`src/rtl/gcd_pkg.sv`:
```
// Shared types and constants for the GCD engine and its step datapath.
package gcd_pkg;

  typedef enum logic [1:0] {
    IDLE = 2'd0,
    CALC = 2'd1,
    DONE = 2'd2
  } gcd_state_t;

  localparam int MODE_SUB = 0;
  localparam int MODE_BIN = 1;

endpackage

```
`src/rtl/gcd_step.sv`:
```
// Combinational single-step GCD datapath: subtractive Euclid or binary (Stein).
// Also reports whether the current operand pair is already terminal and its result.
module gcd_step #(
  parameter int WIDTH = 16,
  parameter int KW    = $clog2(WIDTH) + 1
) (
  input  logic             mode,
  input  logic [WIDTH-1:0] x,
  input  logic [WIDTH-1:0] y,
  input  logic [KW-1:0]    k,
  output logic [WIDTH-1:0] x_nxt,
  output logic [WIDTH-1:0] y_nxt,
  output logic [KW-1:0]    k_nxt,
  output logic             terminal,
  output logic [WIDTH-1:0] term_result
);

  always_comb begin
    x_nxt    = x;
    y_nxt    = y;
    k_nxt    = k;
    terminal = (x == y) || (x == '0) || (y == '0);
    // x|y covers both x==y (gives x) and the single-zero case (gives the other).
    term_result = (x | y) << k;
    if (mode) begin
      if (!x[0] && !y[0]) begin
        x_nxt = x >> 1;
        y_nxt = y >> 1;
        k_nxt = k + KW'(1);
      end else if (!x[0]) begin
        x_nxt = x >> 1;
      end else if (!y[0]) begin
        y_nxt = y >> 1;
      end else if (x > y) begin
        x_nxt = x - y;
      end else begin
        y_nxt = y - x;
      end
    end else begin
      if (x > y) x_nxt = x - y;
      else       y_nxt = y - x;
    end
  end

endmodule

```
`src/rtl/gcd_engine.sv`:
```
// GCD engine: valid/ready operand intake, iterative step loop with timeout, held result.
// Handshake: a transfer happens on a rising edge where valid && ready; the sender holds data until then.
module gcd_engine
  import gcd_pkg::*;
#(
  parameter int WIDTH    = 16,
  parameter int MODE     = 0,
  parameter int MAX_ITER = 1024,
  localparam int CNT_W   = $clog2(MAX_ITER + 1)
) (
  input  logic             clk,
  input  logic             rst,
  input  logic             in_valid,
  output logic             in_ready,
  input  logic [WIDTH-1:0] a_in,
  input  logic [WIDTH-1:0] b_in,
  output logic             out_valid,
  input  logic             out_ready,
  output logic [WIDTH-1:0] result,
  output logic [CNT_W-1:0] iters,
  output logic             err,
  output gcd_state_t       state_dbg
);

  localparam int KW = $clog2(WIDTH) + 1;
  localparam logic [CNT_W-1:0] MAX_CNT = CNT_W'(MAX_ITER);

  gcd_state_t       state;
  logic [WIDTH-1:0] x, y;
  logic [KW-1:0]    k;
  logic [CNT_W-1:0] cnt;

  logic [WIDTH-1:0] x_nxt, y_nxt, term_result;
  logic [KW-1:0]    k_nxt;
  logic             terminal;

  gcd_step #(
    .WIDTH (WIDTH),
    .KW    (KW)
  ) u_step (
    .mode        (MODE == MODE_BIN),
    .x           (x),
    .y           (y),
    .k           (k),
    .x_nxt       (x_nxt),
    .y_nxt       (y_nxt),
    .k_nxt       (k_nxt),
    .terminal    (terminal),
    .term_result (term_result)
  );

  assign state_dbg = state;

  always_ff @(posedge clk) begin
    if (rst) begin
      state     <= IDLE;
      in_ready  <= 1'b1;
      out_valid <= 1'b0;
      result    <= '0;
      iters     <= '0;
      err       <= 1'b0;
      x         <= '0;
      y         <= '0;
      k         <= '0;
      cnt       <= '0;
    end else begin
      case (state)
        IDLE: begin
          if (in_valid && in_ready) begin
            x        <= a_in;
            y        <= b_in;
            k        <= '0;
            cnt      <= '0;
            in_ready <= 1'b0;
            state    <= CALC;
          end
        end
        CALC: begin
          // A naturally finished pair wins over the budget check on the same cycle.
          if (terminal) begin
            result    <= term_result;
            err       <= 1'b0;
            iters     <= cnt;
            out_valid <= 1'b1;
            state     <= DONE;
          end else if (cnt == MAX_CNT) begin
            result    <= '0;
            err       <= 1'b1;
            iters     <= cnt;
            out_valid <= 1'b1;
            state     <= DONE;
          end else begin
            x   <= x_nxt;
            y   <= y_nxt;
            k   <= k_nxt;
            cnt <= cnt + CNT_W'(1);
          end
        end
        DONE: begin
          if (out_ready) begin
            out_valid <= 1'b0;
            in_ready  <= 1'b1;
            state     <= IDLE;
          end
        end
        default: begin
          state     <= IDLE;
          in_ready  <= 1'b1;
          out_valid <= 1'b0;
        end
      endcase
    end
  end

endmodule

```
`config.mk`:
```
export PLATFORM = sky130hd
export DESIGN_NAME = gcd_engine
export DESIGN_NICKNAME = d
export VERILOG_FILES = /design/src/rtl/gcd_pkg.sv /design/src/rtl/gcd_step.sv /design/src/rtl/gcd_engine.sv
export SDC_FILE = /design/constraint.sdc
export NUM_CORES = 1
export LEC_CHECK = 0
export CORE_AREA = 2 2 126 128
export DETAILED_ROUTE_END_ITERATION = 7
export DIE_AREA = 0 0 128 130
export GPL_ROUTABILITY_DRIVEN = 0
export GPL_TIMING_DRIVEN = 0
export PLACE_DENSITY = 0.6
export SLEW_MARGIN = 20
export SYNTH_ARGS = -nofsm -noshare
export SYNTH_HDL_FRONTEND = slang
export SYNTH_SLANG_ARGS = --single-unit
```
`constraint.sdc`:
```
create_clock -name clk -period 3.9 [get_ports clk]
set_input_delay 0.585 -clock clk [delete_from_list [all_inputs] [get_ports clk]]
set_output_delay 0.585 -clock clk [all_outputs]
set_load 0.03 [all_outputs]
```
==> key figures, run 1 <==
Status
  – Outcome: completed

Timing
  – # setup viols final: 0
  – RSZ-0062 raised after global routing: false
  – Worst Skew: 0.0101 ns
  – Final period util: 91.1%
  – Final Hold Fails: 0
  – Setup TNS: 0 ns
  – Rel. slew slack: 35.7%
  – Final Worst Setup Slack: 0.348 ns
  – Max frequency: 0.282 GHz
  – Tmin final: 3.55 ns
  – Count of pins over their slew limit: 0
  – Worst-Margin Slew: 0.962 ns

Power
  – VDD IR-drop max: 0.000420 V
  – P_leak: 2.56 nW
  – Pwr per Cell Area: 992 nW/um^2

Detailed routing
  – Via/cell ratio: 5.30
  – Final wirelength: 16.8 mm
  – Iteration-0 DRC Markers: 355
  – DRC: 0
  – Routed Antenna Nets: 0
  – WL/cell: 17.6 um
  – Total iterations of the first detailed-routing run: 6
  – Via count: 5,044

Finish
  – NumNets Final: 841
  – Fillers: 1,619
  – Final instance area: 6510 um^2
  – Final core occ: 42.2%
  – Most frequent cells in the layout: nor2_1 (105), dfxtp_1 (75), clkdlybuf4s50_1 (66), inv_1 (52), ha_1 (49)
  – Share of cells above drive strength 1: 5.67%
  – Layout Cells excl Fill: 951
  – FF/Latch Area: 1500 um^2
  – Multi-input gate area: 3400 um^2
  – Number of antenna diodes: 0
  – Most common cell after layout, fill and taps aside: nor2_1
  – Layout area overhead: 23.3%

Synthesis
  – Mux contribution to synthesized area: 4.22%
  – Xor-xnor portion of the synthesized cell area: 5.31%
  – Synth cell types: 67
  – Adder-cell share of the synthesized area: 12.4%
  – Synthesized instance count: 677
  – Post-synth EDFFs: 0
  – Syn nets: 764
  – Post-synthesis cell area: 5280 um^2
  – Compound-Gate Fraction of Synth Area: 18.8%
  – Syn avg cell area: 7.80 um^2
  – Syn. warnings: 0
  – Yosys reg bits: 75
  – Sequential-to-total area share from yosys stat: 28.4%
  – Synth Area in Simple Gates: 23.6%
  – Dominant synthesized flop cell: dfxtp_1
  – Largest family of logic cells by synthesized area: simple AND/OR/NAND/NOR gates
  – Asr flop ratio synth: 0%

Critical path
  – WP data required: 4.19 ns
  – CP arrival: 3.84 ns
  – CP endpoint kind: register
  – CP Class: reg -> reg
  – Worst-path fanout max: 10
  – Startpoint types: register

Floorplanning
  – Die width: 128 um
  – Die Y: 130 um
  – Starting density of the core: 34.2%
  – # IOs: 68
  – Core area: 15,400 um^2
  – Row cnt: 46
  – Full die area: 16,600 um^2

GRT
  – Initial antenna violation count: 0
  – Number of global-route vias before repair: 4,689
  – Gr usage total: 20.6%
  – Largest net degree at the start of global routing: 15
  – Global-route wire length before repair: 25.8 mm
  – Grt ovf: 0

CTS
  – Hold-fix buffers, CTS: 0
  – Max clock buf depth: 2
  – Worst-Skew Late Latency: 0.36 ns
  – Clock-pin transition on the worst setup and hold timing paths: 0.07 ns
  – Clock root buffer: clkbuf_16
  – Inserted Clock Buffers: 9
  – Post-CTS Setup Bufs: 0
  – H-tree Lvls: 3
  – Clk sinks: 75
  – CTS resizes: 0
  – CTS tree: yes

Place
  – Post-Place Cells: 935
  – Post-DP HPWL: 12.7 mm
  – Placed cell areas: 6180 um^2
  – DP Worst Slack: 0.428 ns
  – Port Buf Inserts: 66

Worst hold path
  – Hold Crit Class: reg -> reg

Run
  – Max-Cap Viols: 0
[per-stage QoR]
step                      total power, W  hold WS, ns
after floorplan                  0.00426        0.473
after global placement           0.00544        0.476
after detailed placement         0.00545        0.477
after CTS                        0.00641        0.493
after global routing             0.00692        0.513
final                            0.00646        0.487
[Yosys cell counts, types with 3 or more instances]
master     number  share of area (%)
nand2_1        31                2.2
inv_1          52                3.7
o21ai_0        28                2.7
or4_1           4               0.57
o22ai_1         4               0.47
o211ai_1        6               0.85
dfxtp_1        75                 28
o21ai_1         6               0.57
xor2_1          7                1.2
mux2i_1        20                3.8
a21oi_1        46                4.4
clkbuf_1       22                1.6
a2111oi_0       3               0.50
nor2_1        105                7.5
ha_1           49                 12
buf_2          11                1.0
nor2b_1         7               0.83
a211o_1         9                1.5
nor4_1         12                1.4
or3_1           3               0.36
xnor2_1        25                4.1
a211oi_1        6               0.85
nor3_1         20                1.9
nand3_1        24                2.3
nand4_1         6               0.71
nand2b_1       23                2.7
o41ai_1         3               0.50
o221ai_1        4               0.66
o21a_1          5               0.71
o31a_1          4               0.66
and3_1          4               0.47
a21o_1          4               0.57
[worst max-delay path: stages, from the launching register on]
cell,delay (ns)
dfxtp_1,0.45
inv_1,0.14
ha_1,0.35
or4_1,0.28
nor3_1,0.09
and4_4,0.21
buf_6,0.12
or3_1,0.33
buf_2,0.18
o31ai_1,0.63
buf_2,0.39
o221ai_1,0.14
a21oi_1,0.16
[area by class of cell]
type	instances	share of cell area, %
Multi-Input combinational cell	510	52.2
Sequential cell	75	23.1
Timing Repair Buffer	66	10.1
Tap cell	192	3.69
Clock buffer	10	3.52
Inverter	54	3.11
Buffer	38	2.75
Clock inverter	6	1.50
[routing by layer]
layer / track usage (%) / share of wire [%]
met5: 0 / 0
met4: 5.04 / 0.98
met2: 34.4 / 47
met3: 4.26 / 5.7
met1: 27.3 / 46
[logic make-up (layout without fill, tap and decap cells)]
family                     after synthesis  after routing
AOI/OAI and AO/OA                      150            150
xor gates and xnor gates                32             32
adders and majority gates               51             51
buffers and inverters                   92            174
DFF                                     75             75
muxes                                   22             22
and+or+nand+nor                        255            255
[state kept, by name, summed over array words and instances (netlist names)]
signal	count
err	1
cnt	11
iters	11
x	16
in_ready	1
state_dbg	2
result	16
out_valid	1
y	16
[path summary, 6_finish.rpt]
kind              startpoint         to  slack [ns]  cells after the start
setup / recovery       y[14]      x[11]        0.35                     12
setup reg to reg       y[14]      x[11]        0.35                     12
hold / removal     result[7]  result[7]        0.49                      2
hold reg to reg    result[7]  result[7]        0.49                      2
[power by group]
group / internal (W) / switching (W)
logic: 0.00171 / 0.00267
registers: 0.000940 / 0.000212
clock network: 0.000569 / 0.000364
No activity file was read; power rests on OpenSTA's default activity.
==> run 2: changes to the inputs <==
--- a/config.mk
+++ b/config.mk
@@ -10,7 +10,7 @@
 export DIE_AREA = 0 0 128 130
 export GPL_ROUTABILITY_DRIVEN = 0
 export GPL_TIMING_DRIVEN = 0
-export PLACE_DENSITY = 0.6
+export PLACE_DENSITY_LB_ADDON = 0.2
 export SLEW_MARGIN = 20
 export SYNTH_ARGS = -nofsm -noshare
 export SYNTH_HDL_FRONTEND = slang
==> key figures, run 2 (synthesis results as in run 1) <==
Status
  – Outcome: completed

Floorplanning
  – Die Y: 130 um (unchanged)
  – Full die area: 16,600 um^2 (unchanged)
  – # IOs: 68 (unchanged)
  – Core area: 15,400 um^2 (unchanged)
  – Die width: 128 um (unchanged)
  – Starting density of the core: 34.2% (unchanged)
  – Row cnt: 46 (unchanged)

Power
  – VDD IR-drop max: 0.000405 V (-3.5%)
  – P_leak: 2.54 nW (-0.56%)
  – Pwr per Cell Area: 991 nW/um^2 (-0.13%)

Critical path
  – CP arrival: 3.84 ns (about the same)
  – Worst-path fanout max: 10 (unchanged)
  – Startpoint types: register
  – FF-to-FF Start: y[14]
  – R2R Setup Slk: 0.34 ns (about the same)
  – CP Class: reg -> reg
  – R2R Path End: x[9]
  – Cells on worst reg2reg path: 12 (unchanged)
  – CP endpoint kind: register
  – WP data required: 4.18 ns (about the same)

Finish
  – Final instance area: 6490 um^2 (-0.29%)
  – Most frequent cells in the layout: nor2_1 (105), dfxtp_1 (75), clkdlybuf4s50_1 (66), inv_1 (52), ha_1 (49)
  – Number of antenna diodes: 0 (unchanged)
  – Layout Cells excl Fill: 951 (unchanged)
  – Fillers: 1,593 (-1.6%)
  – Largest regs: result (16), x (16), y (16)
  – Share of cells above drive strength 1: 5.80% (+0.13 points)
  – FF/Latch Area: 1500 um^2 (unchanged)
  – NumNets Final: 841 (unchanged)
  – Most common cell after layout, fill and taps aside: nor2_1
  – Layout area overhead: 22.9%
  – Multi-input gate area: 3400 um^2 (unchanged)

CTS
  – Inserted Clock Buffers: 9 (unchanged)
  – Clk sinks: 75 (unchanged)
  – Clock-pin transition on the worst setup and hold timing paths: 0.07 ns (about the same)
  – Max clock buf depth: 2 (unchanged)
  – CTS tree: yes
  – H-tree Lvls: 3 (unchanged)
  – Clock root buffer: clkbuf_16
  – Post-CTS Setup Bufs: 0 (unchanged)
  – CTS resizes: 0 (unchanged)
  – Worst-Skew Late Latency: 0.36 ns (about the same)
  – Hold-fix buffers, CTS: 0 (unchanged)

GRT
  – Number of global-route vias before repair: 5,065 (+8.0%)
  – Global-route wire length before repair: 27.0 mm (+4.7%)
  – Gr usage total: 21.3% (+0.72 points)
  – Initial antenna violation count: 0 (unchanged)
  – Grt ovf: 0 (unchanged)
  – Largest net degree at the start of global routing: 16 (+1)

Timing
  – Count of pins over their slew limit: 0 (unchanged)
  – # setup viols final: 0 (unchanged)
  – Tmin final: 3.56 ns (+0.0115 ns)
  – Worst Skew: 0.0129 ns (+0.00283 ns)
  – Rel. slew slack: 43.4% (+7.7 points)
  – Final Hold Fails: 0 (unchanged)
  – Worst-Margin Slew: 0.847 ns (-0.115 ns)
  – Max frequency: 0.281 GHz (-0.32%)
  – RSZ-0062 raised after global routing: false
  – Final period util: 91.4% (+0.29 points)
  – Setup TNS: 0 ns (unchanged)

Detailed routing
  – WL/cell: 18.1 um (+2.8%)
  – Via/cell ratio: 5.45 (+2.7%)
  – Total iterations of the first detailed-routing run: 5 (-1)
  – Iteration-0 DRC Markers: 297 (-16%)
  – Via count: 5,181 (+2.7%)
  – DRC: 0 (unchanged)
  – Final wirelength: 17.2 mm (+2.8%)
  – Routed Antenna Nets: 0 (unchanged)

Worst hold path
  – Hold Crit Class: reg -> reg
  – Hold worst-path end: result[14]
  – Hold_sp: result[14]
  – Worst hold path depth: 2 (unchanged)

Run
  – Max-Cap Viols: 0 (unchanged)

Place
  – Port Buf Inserts: 66 (unchanged)
  – Placed cell areas: 6180 um^2 (about the same)
  – Post-Place Cells: 935 (unchanged)
  – Post-DP HPWL: 13.2 mm (+3.7%)
==> run 2: cell types whose count changed in the layout (fill, tap and decap cells not counted) <==
cell / previous run / this run
bufinv_16: 2 / 1
clkinv_4: 2 / 0
clkinvlp_4: 0 / 2
inv_6: 1 / 3
clkbuf_1: 23 / 22
==> run 2: final cells by class <==
| type | count | area share, % |
|---|---|---|
| sequential | 75 | 23.1 |
| multi-input combinational | 510 | 52.4 |
| timing repair buffer | 66 | 10.2 |
| clock inverter | 7 | 1.27 |
| buffer | 38 | 2.76 |
| clock buffer | 9 | 3.47 |
| inverter | 54 | 3.12 |
| tap | 192 | 3.70 |
==> run 2: through the flow <==
stage,setup slack [ns],util [%],hold slack [ns],power [W]
after floorplan,1.05,-,0.473,0.00426
after global placement,0.498,40.1,0.472,0.00542
after detailed placement,0.457,40.1,0.482,0.00547
after CTS,0.399,42.1,0.496,0.00638
after global routing,0.163,42.1,0.517,0.00691
final,0.336,42.1,0.489,0.00643
==> run 2: how the worst max path moves through the flow <==
stage	startpoint	to	slack [ns]	cells past startpoint
2_1_floorplan	y[8]	x[13]	1.05	13
3_3_place_gp	y[14]	y[13]	0.50	13
3_5_place_dp	y[14]	x[11]	0.46	12
4_1_cts	y[14]	x[9]	0.40	12
5_1_grt	y[14]	x[9]	0.16	12
6_report	y[14]	x[9]	0.34	12
==> run 2: worst max-delay path: stages (launching register included) <==
cell      delay [ns]
dfxtp_1         0.46
inv_1           0.14
ha_1            0.36
or4_1           0.31
nor3_1          0.10
and4_4          0.21
buf_6           0.12
or3_1           0.32
buf_2           0.18
o31ai_1         0.61
buf_2           0.37
o221ai_1        0.13
a21oi_1         0.16
==> run 2: metal layers <==
metal	part of all wire, %	global-route usage (%)	routed length [um]	up-vias
li1	-	-	-	2518
met1	45	27.1	7680	2473
met2	47	35.5	8120	154
met3	4.9	3.73	843	36
met4	3.4	9.44	579	0
met5	0	0	0	-
==> run 2: where the power goes <==
group / leakage (nW) / switching [W] / internal [W]
clock network: 0.145 / 0.000386 / 0.000507
registers: 0.610 / 0.000221 / 0.000939
logic: 1.79 / 0.00267 / 0.00171
